**src/rtl/prog_counter_rs_if.sv**
```systemverilog
// Control-unit side bundle for the program counter with return-address stack.
// The master drives the strobes and target; the slave reports PC and stack status.
interface prog_counter_rs_if #(
    parameter int N     = 10,
    parameter int DEPTH = 8
);
    localparam int DW = $clog2(DEPTH + 1);

    logic [N-1:0]  DIN;
    logic          PC_LD;
    logic          PC_INC;
    logic [1:0]    PC_MUX_SEL;
    logic          PC_PUSH;
    logic          PC_POP;
    logic [N-1:0]  PC_COUNT;
    logic [N-1:0]  STK_TOP;
    logic [DW-1:0] STK_DEPTH;
    logic          STK_FULL;
    logic          STK_EMPTY;
    logic          STK_ERR;

    modport master (
        output DIN, PC_LD, PC_INC, PC_MUX_SEL, PC_PUSH, PC_POP,
        input  PC_COUNT, STK_TOP, STK_DEPTH, STK_FULL, STK_EMPTY, STK_ERR
    );

    modport slave (
        input  DIN, PC_LD, PC_INC, PC_MUX_SEL, PC_PUSH, PC_POP,
        output PC_COUNT, STK_TOP, STK_DEPTH, STK_FULL, STK_EMPTY, STK_ERR
    );
endinterface

```
**src/rtl/prog_counter_rs.sv**
```systemverilog
// N-bit program counter with load/increment, 4-way next-address mux and an
// integrated return-address stack that saturates (no wrap) with a sticky error.
module prog_counter_rs #(
    parameter int          N        = 10,
    parameter int          DEPTH    = 8,
    parameter logic [N-1:0] INTR_VEC = N'(10'h3FF)
) (
    input logic              CLK,
    input logic              RST,
    prog_counter_rs_if.slave bus
);
    localparam int DW = $clog2(DEPTH + 1);
    localparam int AW = (DEPTH > 1) ? $clog2(DEPTH) : 1;

    logic [N-1:0]  pc;
    logic [N-1:0]  pc_nxt;
    logic [N-1:0]  pc_inc1;
    logic [N-1:0]  stk_top;
    logic [N-1:0]  stk_mem [DEPTH];
    logic [DW-1:0] stk_depth;
    logic [DW-1:0] depth_nxt;
    logic          stk_err;
    logic          err_nxt;
    logic          full;
    logic          empty;
    logic          wr_en;
    logic [AW-1:0] wr_idx;
    logic [AW-1:0] top_idx;

    assign pc_inc1 = pc + N'(1);
    assign full    = (stk_depth == DW'(DEPTH));
    assign empty   = (stk_depth == '0);
    assign top_idx = AW'(stk_depth - DW'(1));
    assign stk_top = empty ? '0 : stk_mem[top_idx];

    // SEL 3 is reserved and holds the PC, suppressing any increment.
    always_comb begin
        pc_nxt = pc;
        if (bus.PC_LD) begin
            case (bus.PC_MUX_SEL)
                2'd0:    pc_nxt = bus.DIN;
                2'd1:    pc_nxt = stk_top;
                2'd2:    pc_nxt = INTR_VEC;
                default: pc_nxt = pc;
            endcase
        end else if (bus.PC_INC) begin
            pc_nxt = pc_inc1;
        end
    end

    always_comb begin
        depth_nxt = stk_depth;
        err_nxt   = stk_err;
        wr_en     = 1'b0;
        wr_idx    = AW'(stk_depth);
        case ({bus.PC_PUSH, bus.PC_POP})
            2'b10: begin
                if (full) begin
                    err_nxt = 1'b1;
                end else begin
                    wr_en     = 1'b1;
                    depth_nxt = stk_depth + DW'(1);
                end
            end
            2'b01: begin
                if (empty) err_nxt = 1'b1;
                else       depth_nxt = stk_depth - DW'(1);
            end
            2'b11: begin
                // Simultaneous push+pop swaps the top in place; on an empty stack it degrades to a push.
                wr_en = 1'b1;
                if (empty) begin
                    depth_nxt = DW'(1);
                    err_nxt   = 1'b1;
                end else begin
                    wr_idx = top_idx;
                end
            end
            default: ;
        endcase
    end

    always_ff @(posedge CLK or posedge RST) begin
        if (RST) begin
            pc        <= '0;
            stk_depth <= '0;
            stk_err   <= 1'b0;
        end else begin
            pc        <= pc_nxt;
            stk_depth <= depth_nxt;
            stk_err   <= err_nxt;
        end
    end

    always_ff @(posedge CLK) begin
        if (wr_en) stk_mem[wr_idx] <= pc_inc1;
    end

    assign bus.PC_COUNT  = pc;
    assign bus.STK_TOP   = stk_top;
    assign bus.STK_DEPTH = stk_depth;
    assign bus.STK_FULL  = full;
    assign bus.STK_EMPTY = empty;
    assign bus.STK_ERR   = stk_err;
endmodule

```
**src/flat_wrapper.sv**
```systemverilog
// flat-port wrapper written by rule: the top's interface ports become plain ports
module prog_counter_rs_flat 
#(
    parameter int          N        = 10,
    parameter int          DEPTH    = 8,
    parameter logic [N-1:0] INTR_VEC = N'(10'h3FF)
)
  (CLK, RST, bus_DIN, bus_PC_LD, bus_PC_INC, bus_PC_MUX_SEL, bus_PC_PUSH, bus_PC_POP, bus_PC_COUNT, bus_STK_TOP, bus_STK_DEPTH, bus_STK_FULL, bus_STK_EMPTY, bus_STK_ERR);
  prog_counter_rs_if #(.N(N), .DEPTH(DEPTH)) bus_i ();
  input logic CLK;
  input logic RST;
  input wire logic [$bits(bus_i.DIN)-1:0] bus_DIN;
  input wire logic [$bits(bus_i.PC_LD)-1:0] bus_PC_LD;
  input wire logic [$bits(bus_i.PC_INC)-1:0] bus_PC_INC;
  input wire logic [$bits(bus_i.PC_MUX_SEL)-1:0] bus_PC_MUX_SEL;
  input wire logic [$bits(bus_i.PC_PUSH)-1:0] bus_PC_PUSH;
  input wire logic [$bits(bus_i.PC_POP)-1:0] bus_PC_POP;
  output wire logic [$bits(bus_i.PC_COUNT)-1:0] bus_PC_COUNT;
  output wire logic [$bits(bus_i.STK_TOP)-1:0] bus_STK_TOP;
  output wire logic [$bits(bus_i.STK_DEPTH)-1:0] bus_STK_DEPTH;
  output wire logic [$bits(bus_i.STK_FULL)-1:0] bus_STK_FULL;
  output wire logic [$bits(bus_i.STK_EMPTY)-1:0] bus_STK_EMPTY;
  output wire logic [$bits(bus_i.STK_ERR)-1:0] bus_STK_ERR;
  assign bus_i.DIN = bus_DIN;
  assign bus_i.PC_LD = bus_PC_LD;
  assign bus_i.PC_INC = bus_PC_INC;
  assign bus_i.PC_MUX_SEL = bus_PC_MUX_SEL;
  assign bus_i.PC_PUSH = bus_PC_PUSH;
  assign bus_i.PC_POP = bus_PC_POP;
  assign bus_PC_COUNT = bus_i.PC_COUNT;
  assign bus_STK_TOP = bus_i.STK_TOP;
  assign bus_STK_DEPTH = bus_i.STK_DEPTH;
  assign bus_STK_FULL = bus_i.STK_FULL;
  assign bus_STK_EMPTY = bus_i.STK_EMPTY;
  assign bus_STK_ERR = bus_i.STK_ERR;
  prog_counter_rs #(.N(N), .DEPTH(DEPTH), .INTR_VEC(INTR_VEC)) u_core (.CLK(CLK), .RST(RST), .bus(bus_i));
endmodule
```
**config.mk**
```make
export PLATFORM = sky130hd
export DESIGN_NAME = prog_counter_rs_flat
export DESIGN_NICKNAME = d
export VERILOG_FILES = /design/src/rtl/prog_counter_rs_if.sv /design/src/rtl/prog_counter_rs.sv /design/src/flat_wrapper.sv
export SDC_FILE = /design/constraint.sdc
export NUM_CORES = 1
export LEC_CHECK = 0
export ABC_AREA = 1
export BUFFER_PORTS_ARGS = -buffer_cell sky130_fd_sc_hd__buf_2
export CORE_MARGIN = 2
export CORE_UTILIZATION = 40
export DETAILED_ROUTE_END_ITERATION = 12
export PLACE_DENSITY_LB_ADDON = 0.12
export SETUP_SLACK_MARGIN = 0.05
export SYNTH_ARGS = -nofsm -noshare
export SYNTH_HDL_FRONTEND = slang
export SYNTH_SLANG_ARGS = --single-unit
```
**constraint.sdc**
```tcl
create_clock -name CLK -period 3 [get_ports CLK]
set_clock_uncertainty 0.05 [all_clocks]
set_input_delay 0.3 -clock CLK [delete_from_list [all_inputs] [get_ports CLK]]
set_output_delay 0.3 -clock CLK [all_outputs]
set_load 0.01 [all_outputs]
```
## Word-level counts from Yosys, hierarchy flattened

Memories as Yosys holds them, arrays and structs flattened.
Cells that the tools add are included.

| storage, ports and cells | value |
|---|---|
| flip-flop bits (word level) | 15 |
| bits in latches | 0 |
| bits in writable memories | 80 |
| memory bits (read-only) | 0 |
| bits of input ports | 18 |
| memories | 1 |

| cells by class | value |
|---|---|
| add/subtract/negate cells | 3 |
| multiply operators | 0 |
| divide/modulo/power cells | 0 |
| magnitude comparators | 0 |
| eq/ne operators | 12 |
| shift operators | 0 |
| multiplexer cells | 17 |
| bitwise logic cells | 0 |
| reduce and logical (&&, ||, !) cells | 9 |

Memories:

| memory | words | width | rd ports | clocked after Yosys merged registers in | write ports | line | RTL |
|---|---|---|---|---|---|---|---|
| u_core.stk_mem | 8 | 10 | 1 | 0 | 1 | prog_counter_rs.sv:19 | `logic [N-1:0] stk_mem [DEPTH];` |

Operators with widths:

| operator | number |
|---|---|
| $mux W10 | 3 |
| $pmux W10 S3 | 1 |
| $mux W4 | 3 |
| $pmux W4 S3 | 1 |
| $add A10 B1 Y10 const B | 1 |
| $eq A2 B2 Y1 const B | 3 |
| $mux W3 | 2 |
| $ne A2 B2 Y1 const B | 3 |
| $mux W1 | 5 |
| $add A4 B1 Y4 const B | 1 |
| $eq A2 B1 Y1 const B | 2 |
| $eq A4 B4 Y1 const B | 1 |
| $logic_not A4 Y1 | 1 |
| $ne A2 B1 Y1 const B | 2 |
| $ne A4 B1 Y1 const B | 1 |
| $pmux W1 S2 | 2 |
| $reduce_and A4 Y1 | 1 |
| $reduce_bool A2 Y1 | 2 |
| $sub A4 B1 Y4 const B | 1 |
| $reduce_and A3 Y1 | 1 |
| $reduce_bool A3 Y1 | 1 |
| $logic_not A2 Y1 | 1 |
| $reduce_and A2 Y1 | 1 |
| $reduce_or A2 Y1 | 1 |

## Longest topological paths before layout

| logic depth | value |
|---|---|
| word-level depth | 5 |
| depth in mapped cells | 16 |

## Worst setup path before layout

OpenSTA, ideal clock, no wires.

| path | value |
|---|---|
| kind | reg2reg |
| start point | register u_core.stk_depth[0], in the netlist u_core.bus.STK_DEPTH[0] |
| end point | memory u_core.stk_mem[5][0], enable pin |
| setup time | 376 ps |
| arrival time | 2,154 ps |
| required time | 2,574 ps |
| path slack | 420 ps |
| stages on the path, launching flop included | 14 |
| buffers on the path | 3 |
| cells stage by stage | dfrtp_1 > buf_6 > inv_4 > buf_6 > ha_1 > inv_1 > nand2_2 > nand2_4 > buf_6 > o21ai_2 > o21ai_1 > inv_1 > nand2_1 > nor2_1 |

| on the way | value |
|---|---|
| longest elaborated chain between the ends | 5 |
| elaborated cells between the ends (all ways) | 9 |
| classes of those cells | add/sub (1); eq/ne (1); mux (6); reduce/logical (1) |

Ends and longest elaborated chain:

| what | line | RTL |
|---|---|---|
| from (decl) | prog_counter_rs.sv:20 | `logic [DW-1:0] stk_depth;` |
| from (signal assigned) | prog_counter_rs.sv:90 | `stk_depth <= depth_nxt;` |
| $eq A4 B4 Y1 | prog_counter_rs.sv:31 | `assign full = (stk_depth == DW'(DEPTH));` |
| $mux W1 | prog_counter_rs.sv:58 | `if (full) begin` |
| $pmux W1 S2 | prog_counter_rs.sv:56 | `case ({bus.PC_PUSH, bus.PC_POP})` |
| $mux W1 | prog_counter_rs.sv:96 | `if (wr_en) stk_mem[wr_idx] <= pc_inc1;` |
| $mux W1 (not written as such) | prog_counter_rs.sv:96 |  |
| to (decl) | prog_counter_rs.sv:19 |  |

Several ways; a longest one is shown, not always the timed one.

## Worst setup path after layout

| path | value |
|---|---|
| start point | register u_core.stk_depth[1], in the netlist u_core.bus.STK_DEPTH[1] |
| end point | output port bus_STK_TOP[1] |

| on the way | value |
|---|---|
| longest elaborated chain between the ends | 3 |
| elaborated cells between the ends (all ways) | 4 |
| classes of those cells | add/sub (1); mux (1); reduce/logical (1); memory (1) |

Ends and longest elaborated chain:

| what | line | RTL |
|---|---|---|
| $sub A4 B1 Y4 | prog_counter_rs.sv:33 | `assign top_idx = AW'(stk_depth - DW'(1));` |
| $mem_v2 Z8 W10 | n/a |  |
| $mux W10 (*) | prog_counter_rs.sv:34 | `assign stk_top = empty ? '0 : stk_mem[top_idx];` |
| to (decl) | flat_wrapper.sv:19 | `output wire logic [$bits(bus_i.STK_TOP)-1:0] bus_STK_TOP;` |

Every way passes the cells marked *; elsewhere a longest branch is shown, timed or not.

==> reports/results.md <==
| Metric | Reported | Unit |
| --- | --- | --- |
| Number of antenna violations at the first check in global routing | 0 | - |
| Min-delay worst type | input port to asynchronous set/reset pin | - |
| Routed wire per std cell | 14.7 | um |
| Num rows | 40 | - |
| CTS root buf | clkbuf_16 | - |
| Port Buffer Count | 44 | - |
| Post-CTS Repair Setup Buffers | 0 | - |
| Final nets | 628 | - |
| Placed wire-length estimate | 7.73 | mm |
| TritonCTS clock tree | built | - |
| Floorplan die width | 114 | um |
| Setup repair after global routing missed its margin | false | - |
| Leading register cell type out of synthesis | edfxtp_1 | - |
| Maximum count of clock buffers along a single path | 2 | - |
| Post-Syn Area per Cell | 8.79 | um^2 |
| Fraction of layout cells with a size suffix above 1 | 15.9 | % |
| Share of the yosys chip area belonging to registers | 57.3 | % |
| Synth warn | 0 | - |
| WL final | 11.1 | mm |
| Cell-by-cell listing of the critical path | inv_1 -> ha_1 -> inv_1 -> buf_4 -> o21ai_0 -> o21ai_1 -> nand2_1 -> nand2_1 -> buf_2 | - |
| H-tree depth | 3 | - |
| Total count of hold-check failures in the final report | 0 | - |
| Number of global-route vias before repair | 3462 | - |
| Clk Latency, worst-skew pair | 350 | ps |
| Number of flops mapped to enable cells by yosys | 80 | - |
| Async SR Flop Fraction | 15.8 | % |
| GRT Resource Usage Total | 18.5 | % |
| Library cell occupying the most area in the post-synthesis netlist | edfxtp_1 | - |
| Distinct cells, synth | 32 | - |
| Share of power burned in the clock network | 21.2 | % |
| I/O pin total | 45 | - |
| Reg-to-reg startpoint | u_core.bus.STK_DEPTH[1] | - |
| Critical path class | flip-flop to output pin | - |
| Largest net degree at the start of global routing | 48 | - |
| Worst endpoint data arrival time | 2150 | ps |
| Period utilization | 83.5 | % |
| Most common cell after layout, fill and taps aside | nand2_1 | - |
| Share of total power in combinational logic | 46.1 | % |
| CP endpoint kind | output pin | - |
| Cell count of the worst reg-to-reg path | 9 | - |
| Number of gates resized after CTS | 0 | - |
| Relative contribution of sequential cells to total power | 32.7 | % |
| Worst path slowest cell | dfrtp_1 | - |
| Clock transition at the registers of the reported paths | 70 | ps |
| RD Place Congestion | 0.803 | - |
| Data required time of the critical path | 2650 | ps |
| Maximum clock rate | 399 | MHz |
| Switching share of power | 41.6 | % |
| TNS Setup | 0 | ps |
| Slowest cell delay on critical path | 410 | ps |
| Net switching component of the power | 2.54 | mW |
| Detailed Route Iter0 Violations | 195 | - |
| Slew at the pin closest to its max-slew limit | 793 | ps |
| Max-slew violation total from the final report | 0 | - |
| Number of CTS-inserted buffers | 9 | - |
| Cell-internal power | 3.56 | mW |
| Core footprint | 11900 | um^2 |
| Vertical die dimension | 114 | um |
| Reported max-cap violation count | 0 | - |
| Global-route wire length before repair | 18.1 | mm |
| Post-layout total power | 6.09 | mW |
| Area overhead of the layout relative to synthesis | 14.8 | % |
| # DRC | 0 | - |
| #FFs+latches synth | 95 | - |
| P_leak | 2.62 | nW |
| Setup slack on the worst flop-to-flop path | 650 | ps |
| DR vias | 3608 | - |
| Post-route ant nets | 0 | - |
| Number of search-and-repair iterations in the first detailed-routing pass | 4 | - |
| Stages on worst setup path | 9 | - |
| Detail-routed via count per cell | 4.77 | - |
| CTS sink cnt | 95 | - |
| Hold buffer count at cts | 0 | - |
| Gr ovfl total | 0 | - |
| IR Drop Worst-Case VDD | 0.000478 | V |
| Area fraction of the dominant cell type after synthesis | 49.5 | % |
| Slew margin rel. | 46.8 | % |
| Commonest non-fill, non-tap cells in the layout | nand2_1 (212), edfxtp_1 (80), inv_1 (75) | - |
| Cell types with the largest area share after synthesis | edfxtp_1 (50%), nand2_1 (16%), dfrtp_1 (7.7%) | - |
| RR Endpoint | u_core.stk_mem[2][8] | - |
| Initial Utilization | 40.7 | % |
| Kind of cell with the highest combined delay on the critical path | buffers and inverters | - |
| Number of instances in the synthesized netlist | 552 | - |
| Post-Syn Nets | 576 | - |
| Setup violators final | 0 | - |
| Die Outline Area | 13000 | um^2 |
| Post-layout min period | 2500 | ps |
| Status | completed | - |
| Power density relative to cell area | 1090 | nW/um^2 |
| Count of buffer and inverter cells on the critical path | 4 | - |
| Type of origin of the critical path | flip-flop | - |
| Maximum fanout count along the critical path | 22 | - |
| Synthesized area | 4850 | um^2 |
| Antenna Cells | 0 | - |
metal layers:
layer / routed length (um) / up-vias / part of all wire [%] / global-route usage, %
li1: - / 1834 / - / -
met1: 5460 / 1687 / 49 / 25.4
met2: 5080 / 77 / 46 / 29.1
met3: 471 / 10 / 4.2 / 5.03
met4: 119 / 0 / 1.1 / 4.88
met5: 0 / - / 0 / 0
flip-flops by register name (all words and copies together) (netlist names):
name and cells:
u_core.bus.PC_COUNT 10, u_core.stk_mem 80, u_core.bus.STK_DEPTH 4, u_core.bus.STK_ERR 1
logic make-up after synthesis:
logic type / share of synthesized area [%]
adder cells (fa/ha/maj): 1.55
AO/OA/AOI/OAI: 3.77
buffers and inverters: 9.26
XOR/XNOR: 1.63
AND/OR/NAND/NOR: 26.5
flip-flops: 57.3
cells in the mapped netlist (2+ instances only):
master,instances
edfxtp_1,80
ha_1,6
nand3_1,30
buf_2,6
inv_2,5
a21oi_1,11
nand3b_1,2
nor2_1,46
dfrtp_1,15
clkbuf_1,3
or2_2,4
inv_1,75
xor2_1,8
o21ai_0,10
nand2_2,4
buf_4,3
nor2_2,2
o21ai_2,2
nand2_1,212
nor2_8,2
buf_6,7
nand2_4,2
o21ai_1,8
cell type report:
class / count / area (um^2)
fill: 1181 / 6340
sequential: 95 / 2780
multi-input combinational: 357 / 1620
timing repair buffer: 60 / 340
inverter: 81 / 307
clock buffer: 10 / 229
tap: 147 / 184
clock inverter: 6 / 109
power by group through the flow:
stage	clock (mW)	combinational [mW]	sequential, mW
after global placement	0	2.83	2.02
after CTS	1.32	2.85	2.00
after global routing	1.37	3.18	2.02
final	1.29	2.81	1.99
after detailed placement	0	2.84	2.02
after floorplan	0	1.94	2.02
stage by stage:
step / cells / worst slack (ps) / hold WS [ps] / instance area, um^2 / util [%]
after floorplan: 552 / 420 / 151 / 4850 / -
after global routing: 756 / 310 / 76.0 / 5570 / 46.8
after detailed placement: 740 / 658 / 402 / 5230 / 43.9
after CTS: 756 / 476 / 28.1 / 5570 / 46.8
after global placement: 740 / 704 / 411 / 5230 / 43.9
final: 756 / 496 / 19.2 / 5570 / 46.8
how the worst max path moves through the flow:
stage	from	to
global route	u_core.bus.STK_DEPTH[1]	bus_STK_TOP[1]
floorplan	u_core.bus.STK_DEPTH[0]	u_core.stk_mem[5][0]
detailed placement	u_core.bus.STK_DEPTH[1]	u_core.stk_mem[2][8]
global placement	u_core.bus.STK_DEPTH[1]	u_core.stk_mem[2][9]
finish	u_core.bus.STK_DEPTH[1]	bus_STK_TOP[1]
CTS	u_core.bus.STK_DEPTH[1]	bus_STK_TOP[1]
Note: power is estimated with default switching activity, not from simulation.
